--- src/rtl/f_fetch_queue.sv ---
// rtl/f_fetch_queue.sv - instruction fetch PC, one-cycle imem request and DEPTH-entry fetch FIFO
// Address fault (ADEL) tagging and halt are enabled by defining FETCH_ADDR_CHECK_EN.
module f_fetch_queue #(
  parameter logic [31:0] RESET_PC = 32'h0000_3000,
  parameter logic [31:0] EXC_PC   = 32'h0000_4180,
  parameter logic [31:0] ADDR_LO  = 32'h0000_3000,
  parameter logic [31:0] ADDR_HI  = 32'h0000_6ffc,
  parameter int          DEPTH    = 4
) (
  input  logic        clk,
  input  logic        reset,
  input  logic        exc_req,
  input  logic        eret,
  input  logic [31:0] epc,
  input  logic        redirect_valid,
  input  logic [31:0] redirect_pc,
  output logic        imem_req,
  output logic [31:0] imem_addr,
  input  logic [31:0] imem_rdata,
  output logic        out_valid,
  output logic [31:0] out_pc,
  output logic [31:0] out_instr,
  output logic [4:0]  out_exc,
  input  logic        out_ready
);

  localparam int         PW       = $clog2(DEPTH);
  localparam logic [PW:0] W_DEPTH = (PW+1)'(DEPTH);
  localparam logic [4:0] EXC_ADEL = 5'd4;

  logic [31:0]   r_pc;
  logic          r_halted;
  logic          r_inflight;
  logic [31:0]   r_if_pc;
  logic          r_if_fault;
  logic [31:0]   r_fifo_pc    [DEPTH];
  logic [31:0]   r_fifo_instr [DEPTH];
  logic          r_fifo_fault [DEPTH];
  logic [PW-1:0] r_rd_ptr;
  logic [PW-1:0] r_wr_ptr;
  logic [PW:0]   r_count;

  logic          w_redirect;
  logic [31:0]   w_target;
  logic          w_fault;
  logic [PW:0]   w_occupancy;
  logic          w_slot;
  logic          w_enq;
  logic          w_deq;

  assign w_redirect = exc_req | eret | redirect_valid;
  assign w_target   = exc_req ? EXC_PC : (eret ? epc : redirect_pc);

`ifdef FETCH_ADDR_CHECK_EN
  assign w_fault = (r_pc[1:0] != 2'b00) || (r_pc < ADDR_LO) || (r_pc > ADDR_HI);
`else
  assign w_fault = 1'b0;
`endif

  // The in-flight slot reserves a FIFO entry so its response always has room.
  assign w_occupancy = r_count + {{PW{1'b0}}, r_inflight};
  assign w_slot      = !reset && !w_redirect && !r_halted && (w_occupancy < W_DEPTH);
  assign w_enq       = r_inflight && !w_redirect && !reset;
  assign w_deq       = out_valid && out_ready;

  assign imem_req  = w_slot && !w_fault;
  assign imem_addr = r_pc;

  assign out_valid = (r_count != '0);
  assign out_pc    = out_valid ? r_fifo_pc[r_rd_ptr]    : 32'h0;
  assign out_instr = out_valid ? r_fifo_instr[r_rd_ptr] : 32'h0;
  assign out_exc   = (out_valid && r_fifo_fault[r_rd_ptr]) ? EXC_ADEL : 5'd0;

  always_ff @(posedge clk) begin
    if (reset) begin
      r_pc       <= RESET_PC;
      r_halted   <= 1'b0;
      r_inflight <= 1'b0;
      r_if_pc    <= 32'h0;
      r_if_fault <= 1'b0;
      r_rd_ptr   <= '0;
      r_wr_ptr   <= '0;
      r_count    <= '0;
    end else if (w_redirect) begin
      r_pc       <= w_target;
      r_halted   <= 1'b0;
      r_inflight <= 1'b0;
      r_rd_ptr   <= '0;
      r_wr_ptr   <= '0;
      r_count    <= '0;
    end else begin
      r_inflight <= w_slot;
      if (w_slot) begin
        r_if_pc    <= r_pc;
        r_if_fault <= w_fault;
        if (w_fault) begin
          r_halted <= 1'b1;
        end else begin
          r_pc <= r_pc + 32'd4;
        end
      end
      if (w_enq) begin
        r_wr_ptr <= r_wr_ptr + PW'(1);
      end
      if (w_deq) begin
        r_rd_ptr <= r_rd_ptr + PW'(1);
      end
      case ({w_enq, w_deq})
        2'b10:   r_count <= r_count + (PW+1)'(1);
        2'b01:   r_count <= r_count - (PW+1)'(1);
        default: r_count <= r_count;
      endcase
    end
  end

  always_ff @(posedge clk) begin
    if (w_enq) begin
      r_fifo_pc[r_wr_ptr]    <= r_if_pc;
      r_fifo_instr[r_wr_ptr] <= r_if_fault ? 32'h0 : imem_rdata;
      r_fifo_fault[r_wr_ptr] <= r_if_fault;
    end
  end

endmodule

--- config.mk ---
export PLATFORM = sky130hd
export DESIGN_NAME = f_fetch_queue
export DESIGN_NICKNAME = d
export VERILOG_FILES = /design/src/rtl/f_fetch_queue.sv
export SDC_FILE = /design/constraint.sdc
export NUM_CORES = 1
export LEC_CHECK = 0
export BUFFER_PORTS_ARGS = -buffer_cell sky130_fd_sc_hd__buf_4
export CELL_PAD_IN_SITES_DETAIL_PLACEMENT = 0
export CELL_PAD_IN_SITES_GLOBAL_PLACEMENT = 1
export CORE_ASPECT_RATIO = 2
export CORE_MARGIN = 4
export CORE_UTILIZATION = 43
export DETAILED_ROUTE_END_ITERATION = 6
export PLACE_DENSITY_LB_ADDON = 0.1
export SKIP_LAST_GASP = 1
export SLEW_MARGIN = 20
export SYNTH_ARGS = -nofsm -noshare
export SYNTH_HDL_FRONTEND = slang
export SYNTH_SLANG_ARGS = --single-unit
--- constraint.sdc ---
create_clock -name clk -period 3.79 [get_ports clk]
set_clock_uncertainty 0.2 [all_clocks]
set_input_delay 0.758 -clock clk [delete_from_list [all_inputs] [get_ports clk]]
set_output_delay 0.758 -clock clk [all_outputs]
set_load 0.005 [all_outputs]
==> impl_metrics.py, run 1 <==
metrics = {
    "cts": {
        "worst_skew_pair.late_latency_ns": 0.55,
        "clock_tree_from_tritoncts": "built",
        "path_clk_slew_ns": 0.07,
        "cts-htree-levels": 1,
        "cts_hold_buffers": 0,
        "cts_root_buf": "clkbuf_16",
        "clock_path_buffers": 3,
        "postCtsResizedCells": 0,
        "clock-sinks": 330,
        "post-cts-setup-buffers": 0,
        "numCtsBuffers": 29,
    },
    "global_route": {
        "grt_antenna_before_repair": 0,
        "grt_util_met2_pct": 34.8,
        "groute.usage.overall_pct": 18.4,
        "met3_usage_pct": 2.45,
        "grt.busiest_layer": "met2",
        "grt_max_degree": 66,
        "gr-usage-met1_pct": 21.2,
        "grt.overflow.total": 0,
        "first_pass_grt_wire_length_um": 50100,
        "grt_pass1_vias": 8511,
    },
    "setup_path": {
        "cp_max_fo": 27,
        "critPathLaunchType": "flop",
        "worst-endpoint-arrival_ns": 2.34,
        "timing_worst_setup_path_type": "flop to output pin",
        "kind_of_capture_point_of_the_worst_setup_path": "output pin",
        "cp.required_ns": 2.83,
    },
    "synthesis": {
        "synth.lib_cells_used.distinct": 67,
        "sequential_area_share_after_synthesis_pct": 66.2,
        "synth_seq_cells": 330,
        "yosysWarnings": 0,
        "synth_largest_area_cell": "edfxtp_1",
        "syn_area_um2": 13900,
        "ys_dominant_reg_cell": "edfxtp_1",
        "post_synth_edffs": 256,
        "synth.top_cell.area_share_pct": 55.5,
        "post_synth.cell_area_avg_um2": 15.1,
        "post_synth_inst_count": 919,
        "asyncSetResetFlopFracSynth_pct": 0,
        "cell_types_occupying_the_most_area_after_synthesis": "edfxtp_1, dfxtp_1, mux4_2",
    },
    "routing": {
        "route.detailed.drc": 0,
        "final_antenna_net_count": 0,
        "routed_wire_length_um": 32500,
        "average_via_count_per_standard_cell": 5.26,
        "dr.first_iter.drc_count": 433,
        "route.detailed.wl_per_inst_um": 20.8,
        "vias": 8214,
        "detailedRoute.firstPassIterationCount": 5,
    },
    "place": {
        "placement.io_buffers": 199,
        "place.gp.congestion": 0.821,
        "dpl_cell_area_um2": 15900,
        "hpwlAfterDp_um": 22600,
        "dpl.cell_count": 1509,
    },
    "die": {
        "die_area_um2": 35300,
        "die_x_um": 135,
        "num_io_pins": 205,
        "number_of_core_rows": 92,
        "die-height_um": 262,
        "initial_standard_cell_utilization_of_the_core_pct": 43.8,
        "design.core.area_um2": 31700,
    },
    "pwr": {
        "power.total_w": 0.00716,
        "power_density_nw_per_um2": 424,
        "leakage_nw": 5.87,
        "peakVddDrop_uv": 310,
    },
    "sta": {
        "setup_viol": 0,
        "timing.final.max_slew_violations": 0,
        "finalWorstPathRequiredPeriod_ns": 3.30,
        "timing.slew.headroom_pct": 53.0,
        "hold_viol_final": 0,
        "max_freq_mhz": 303,
        "worstMarginPinSlew_ns": 0.699,
        "finalHoldWorstSlack_ns": 0.218,
        "rsz0062_at_grt": "no",
        "timing.setup.tns_ns": 0,
        "min_period_over_period_pct": 87.1,
    },
    "run": {
        "max-cap-violations": 0,
    },
    "cells_and_area": {
        "combined_area_of_the_multi_input_logic_cells_um2": 4390,
        "mostFrequentLayoutCell": "edfxtp_1",
        "final_antenna_diode_count": 0,
        "layout_common_cells": "edfxtp_1, buf_4, dfxtp_1, and2_1, mux4_2",
        "synthToLayoutAreaGrowth_pct": 21.9,
        "post_route_cells_drive_above_1_share_pct": 32.3,
        "final_cell_count_no_fill": 1562,
        "area.sequential_um2": 9180,
        "layout.filler_cells": 2681,
        "finish.net_count": 1226,
        "final_area_um2": 16900,
    },
    "worst_hold_path": {
        "hold_removal_path_class": "input port to flop",
    },
    "run_status": {
        "outcome": "finished, final reports clean",
    },
}
## worst max-delay path: stages, from the launching register on
cell and delay [ns]:
dfxtp_4 0.62, buf_12 0.30, mux4_2 0.55, and2_1 0.17, buf_4 0.13
## metal layers
metal / vias up / part of all wire, %
li1: 3906 / -
met1: 3987 / 37
met2: 274 / 55
met3: 47 / 5.3
met4: 0 / 2.7
met5: - / 0
## report_power, final
group / total (W) / switching (W) / leakage (nW) / internal (W)
Clock: 0.00296 / 0.00127 / 0.470 / 0.00169
Sequential: 0.00392 / 0.0000352 / 2.89 / 0.00389
Combinational: 0.000282 / 0.000132 / 2.51 / 0.000150
## cell usage after synthesis, types with 10 or more instances
master      n
edfxtp_1  256
dfxtp_1    74
and2_1     65
mux4_2     64
nand2_1    60
nor2_1     44
a21oi_1    35
nand2b_1   35
o21ai_1    33
clkbuf_1   30
mux2i_1    29
buf_2      20
nor3_1     15
buf_4      11
inv_1      11
o21ai_0    10
## cells by family (layout without fill, tap and decap cells)
group                      Yosys count  count (layout)  share of synthesized area [%]
adders and majority gates            7               7                          0.686
buffers and inverters               72             288                           2.43
and+or+nand+nor                    273             273                           11.1
AOI/OAI and AO/OA                  128             128                           5.84
DFF                                330             330                           66.2
other                                1               5                         0.0271
xor gates and xnor gates             9               9                          0.705
muxes                               99              99                           13.0
## area by class of cell
cell class                      count  share of cell area, %
Clock buffer                       36                   4.69
Clock inverter                     17                   1.01
Sequential cell                   330                   54.4
Tap cell                          423                   3.14
Timing Repair Buffer              224                   10.6
Inverter                           11                  0.245
Multi-Input combinational cell    521                   26.0
## worst paths after layout
kind | from | slack [ns] | endpoint | cells after the start
max reg2reg | imem_addr[12] | 1.28 | imem_addr[29] | 5
min reg2reg | imem_addr[0] | 0.28 | r_if_pc[0] | 2
min | imem_rdata[23] | 0.22 | r_fifo_instr[1][23] | 1
max | flop | 0.49 | out_pc[13] | 4
## registers in the layout (all words and copies together) (netlist names), named ones only
register / count
r_wr_ptr: 2
r_rd_ptr: 2
r_inflight: 1
r_fifo_pc: 128
imem_addr: 32
r_if_pc: 32
r_fifo_instr: 128
r_count: 3
## per-stage QoR
stage	util (%)	setup slack (ns)
after floorplan	-	0.619
after global placement	50.3	0.790
after detailed placement	50.3	0.784
after CTS	53.3	0.394
after global routing	53.3	0.327
final	53.3	0.491
(Power assumes the default switching activity.)
==> run 2, diff against run 1 <==
- PLACE_DENSITY: unset -> 0.73
- PLACE_DENSITY_LB_ADDON: 0.1 -> unset
==> run 2 against run 1 <==
- sequential cell count is the same
- global-route usage shrank 0.84 points
- register-to-register slack lost 0.05 ns
- clock-buffer cell count shrank 3
- critical path depth is the same
- utilization shrank 0.49 points
- sequential power is essentially flat
- critical endpoint is now out_pc[25]
- largest cell class unchanged
- highest routed layer unchanged
==> impl_metrics.py, run 2 (synthesis results as in run 1) <==
metrics = {
    "run_status": {
        "outcome": "finished, final reports clean",
    },
    "routing": {
        "vias": 8221,
        "route.detailed.wl_per_inst_um": 19.9,
        "final_antenna_net_count": 0,
        "detailedRoute.firstPassIterationCount": 5,
        "dr.first_iter.drc_count": 404,
        "route.detailed.drc": 0,
        "average_via_count_per_standard_cell": 5.29,
        "routed_wire_length_um": 30900,
    },
    "sta": {
        "hold_viol_final": 0,
        "worstMarginPinSlew_ns": 0.884,
        "timing.slew.headroom_pct": 40.6,
        "timing.final.max_slew_violations": 0,
        "finalWorstPathRequiredPeriod_ns": 3.27,
        "min_period_over_period_pct": 86.4,
        "setup_viol": 0,
        "rsz0062_at_grt": "no",
        "max_freq_mhz": 305,
        "timing.setup.tns_ns": 0,
    },
    "die": {
        "num_io_pins": 205,
        "design.core.area_um2": 31700,
        "number_of_core_rows": 92,
        "initial_standard_cell_utilization_of_the_core_pct": 43.8,
        "die_area_um2": 35300,
        "die-height_um": 262,
        "die_x_um": 135,
    },
    "cts": {
        "cts_hold_buffers": 0,
        "worst_skew_pair.late_latency_ns": 0.53,
        "path_clk_slew_ns": 0.07,
        "postCtsResizedCells": 0,
        "clock-sinks": 330,
        "cts-htree-levels": 1,
        "clock_tree_from_tritoncts": "built",
        "post-cts-setup-buffers": 0,
        "clock_path_buffers": 3,
        "numCtsBuffers": 27,
        "cts_root_buf": "clkbuf_16",
    },
    "cells_and_area": {
        "combined_area_of_the_multi_input_logic_cells_um2": 4390,
        "post_route_cells_drive_above_1_share_pct": 32.1,
        "area.sequential_um2": 9180,
        "final_antenna_diode_count": 0,
        "mostFrequentLayoutCell": "edfxtp_1",
        "largestRegisters": "r_fifo_instr (128), r_fifo_pc (128)",
        "finish.net_count": 1221,
        "layout.filler_cells": 2669,
        "synthToLayoutAreaGrowth_pct": 20.7,
        "final_cell_count_no_fill": 1555,
        "layout_common_cells": "edfxtp_1, buf_4, dfxtp_1, and2_1, mux4_2",
    },
    "setup_path": {
        "cp.required_ns": 2.83,
        "cp_max_fo": 15,
        "critPathLaunchType": "flop",
        "timing_worst_setup_path_type": "flop to output pin",
        "kind_of_capture_point_of_the_worst_setup_path": "output pin",
        "worst-endpoint-arrival_ns": 2.32,
    },
    "worst_hold_path": {
        "hold_removal_path_class": "input port to flop",
    },
    "global_route": {
        "first_pass_grt_wire_length_um": 48600,
        "grt_pass1_vias": 8745,
        "grt_antenna_before_repair": 0,
        "grt_max_degree": 66,
        "grt.overflow.total": 0,
        "groute.usage.overall_pct": 17.6,
    },
    "place": {
        "placement.io_buffers": 199,
        "dpl.cell_count": 1506,
        "place.gp.congestion": 0.807,
        "hpwlAfterDp_um": 20600,
    },
    "run": {
        "max-cap-violations": 0,
    },
    "pwr": {
        "leakage_nw": 5.80,
        "power_density_nw_per_um2": 415,
        "peakVddDrop_uv": 320,
    },
}
-- run 2: cell count changes in the layout (fill, tap and decap cells not counted) --
cell	change
clkinvlp_4	-1
clkinv_2	+1
bufinv_16	-1
clkbuf_1	+1
clkinv_1	-3
inv_4	+2
clkinv_4	-2
inv_6	+3
clkbuf_16	-2
buf_12	-3
clkbuf_8	-2
-- run 2: path summary, 6_finish.rpt --
| kind | from | to | slack, ns | depth (start not counted) |
|---|---|---|---|---|
| worst max-delay path | flop | out_pc[25] | 0.52 | 4 |
| worst min-delay path | imem_rdata[24] | r_fifo_instr[0][24] | 0.22 | 1 |
| worst max register to register | imem_addr[12] | imem_addr[29] | 1.23 | 5 |
| worst min register to register | imem_addr[0] | r_if_pc[0] | 0.30 | 2 |
-- run 2: layout make-up --
type                    count  area share [%]
clock buffers              33            4.29
clock inverters            16           0.883
inverters                  11           0.247
multi-input cells         521            26.3
flip-flops and latches    330            54.9
well taps                 423            3.16
repair buffers            221            10.3
-- run 2: per-stage QoR --
stage	hold WS, ns	power [W]	utilization [%]	area, um^2	setup WS (ns)
detailed placement	0.279	0.00428	50.1	15900	0.994
finish	0.224	0.00694	52.8	16700	0.515
floorplan	0.255	0.00413	-	13900	0.619
global route	0.198	0.00719	52.8	16700	0.337
CTS	0.189	0.00705	52.8	16700	0.407
global placement	0.275	0.00428	50.1	15900	1.01
-- run 2: layer usage --
layer / up-vias / GRT usage [%] / wire, um
met2: 228 / 33.1 / 16900
met5: - / 0 / 0
met1: 4055 / 20.2 / 11600
met4: 0 / 6.80 / 1020
li1: 3888 / - / -
met3: 50 / 2.16 / 1400
-- run 2: report_power, final --
part	switching (W)	internal [W]
registers	0.0000339	0.00389
clock network	0.00124	0.00150
logic	0.000129	0.000149
total	0.00140	0.00554
-- run 2: critical path, stage by stage (launching register included) --
cell and delay (ns):
dfxtp_4 0.51, buf_4 0.38, mux4_2 0.59, and2_1 0.18, buf_4 0.13
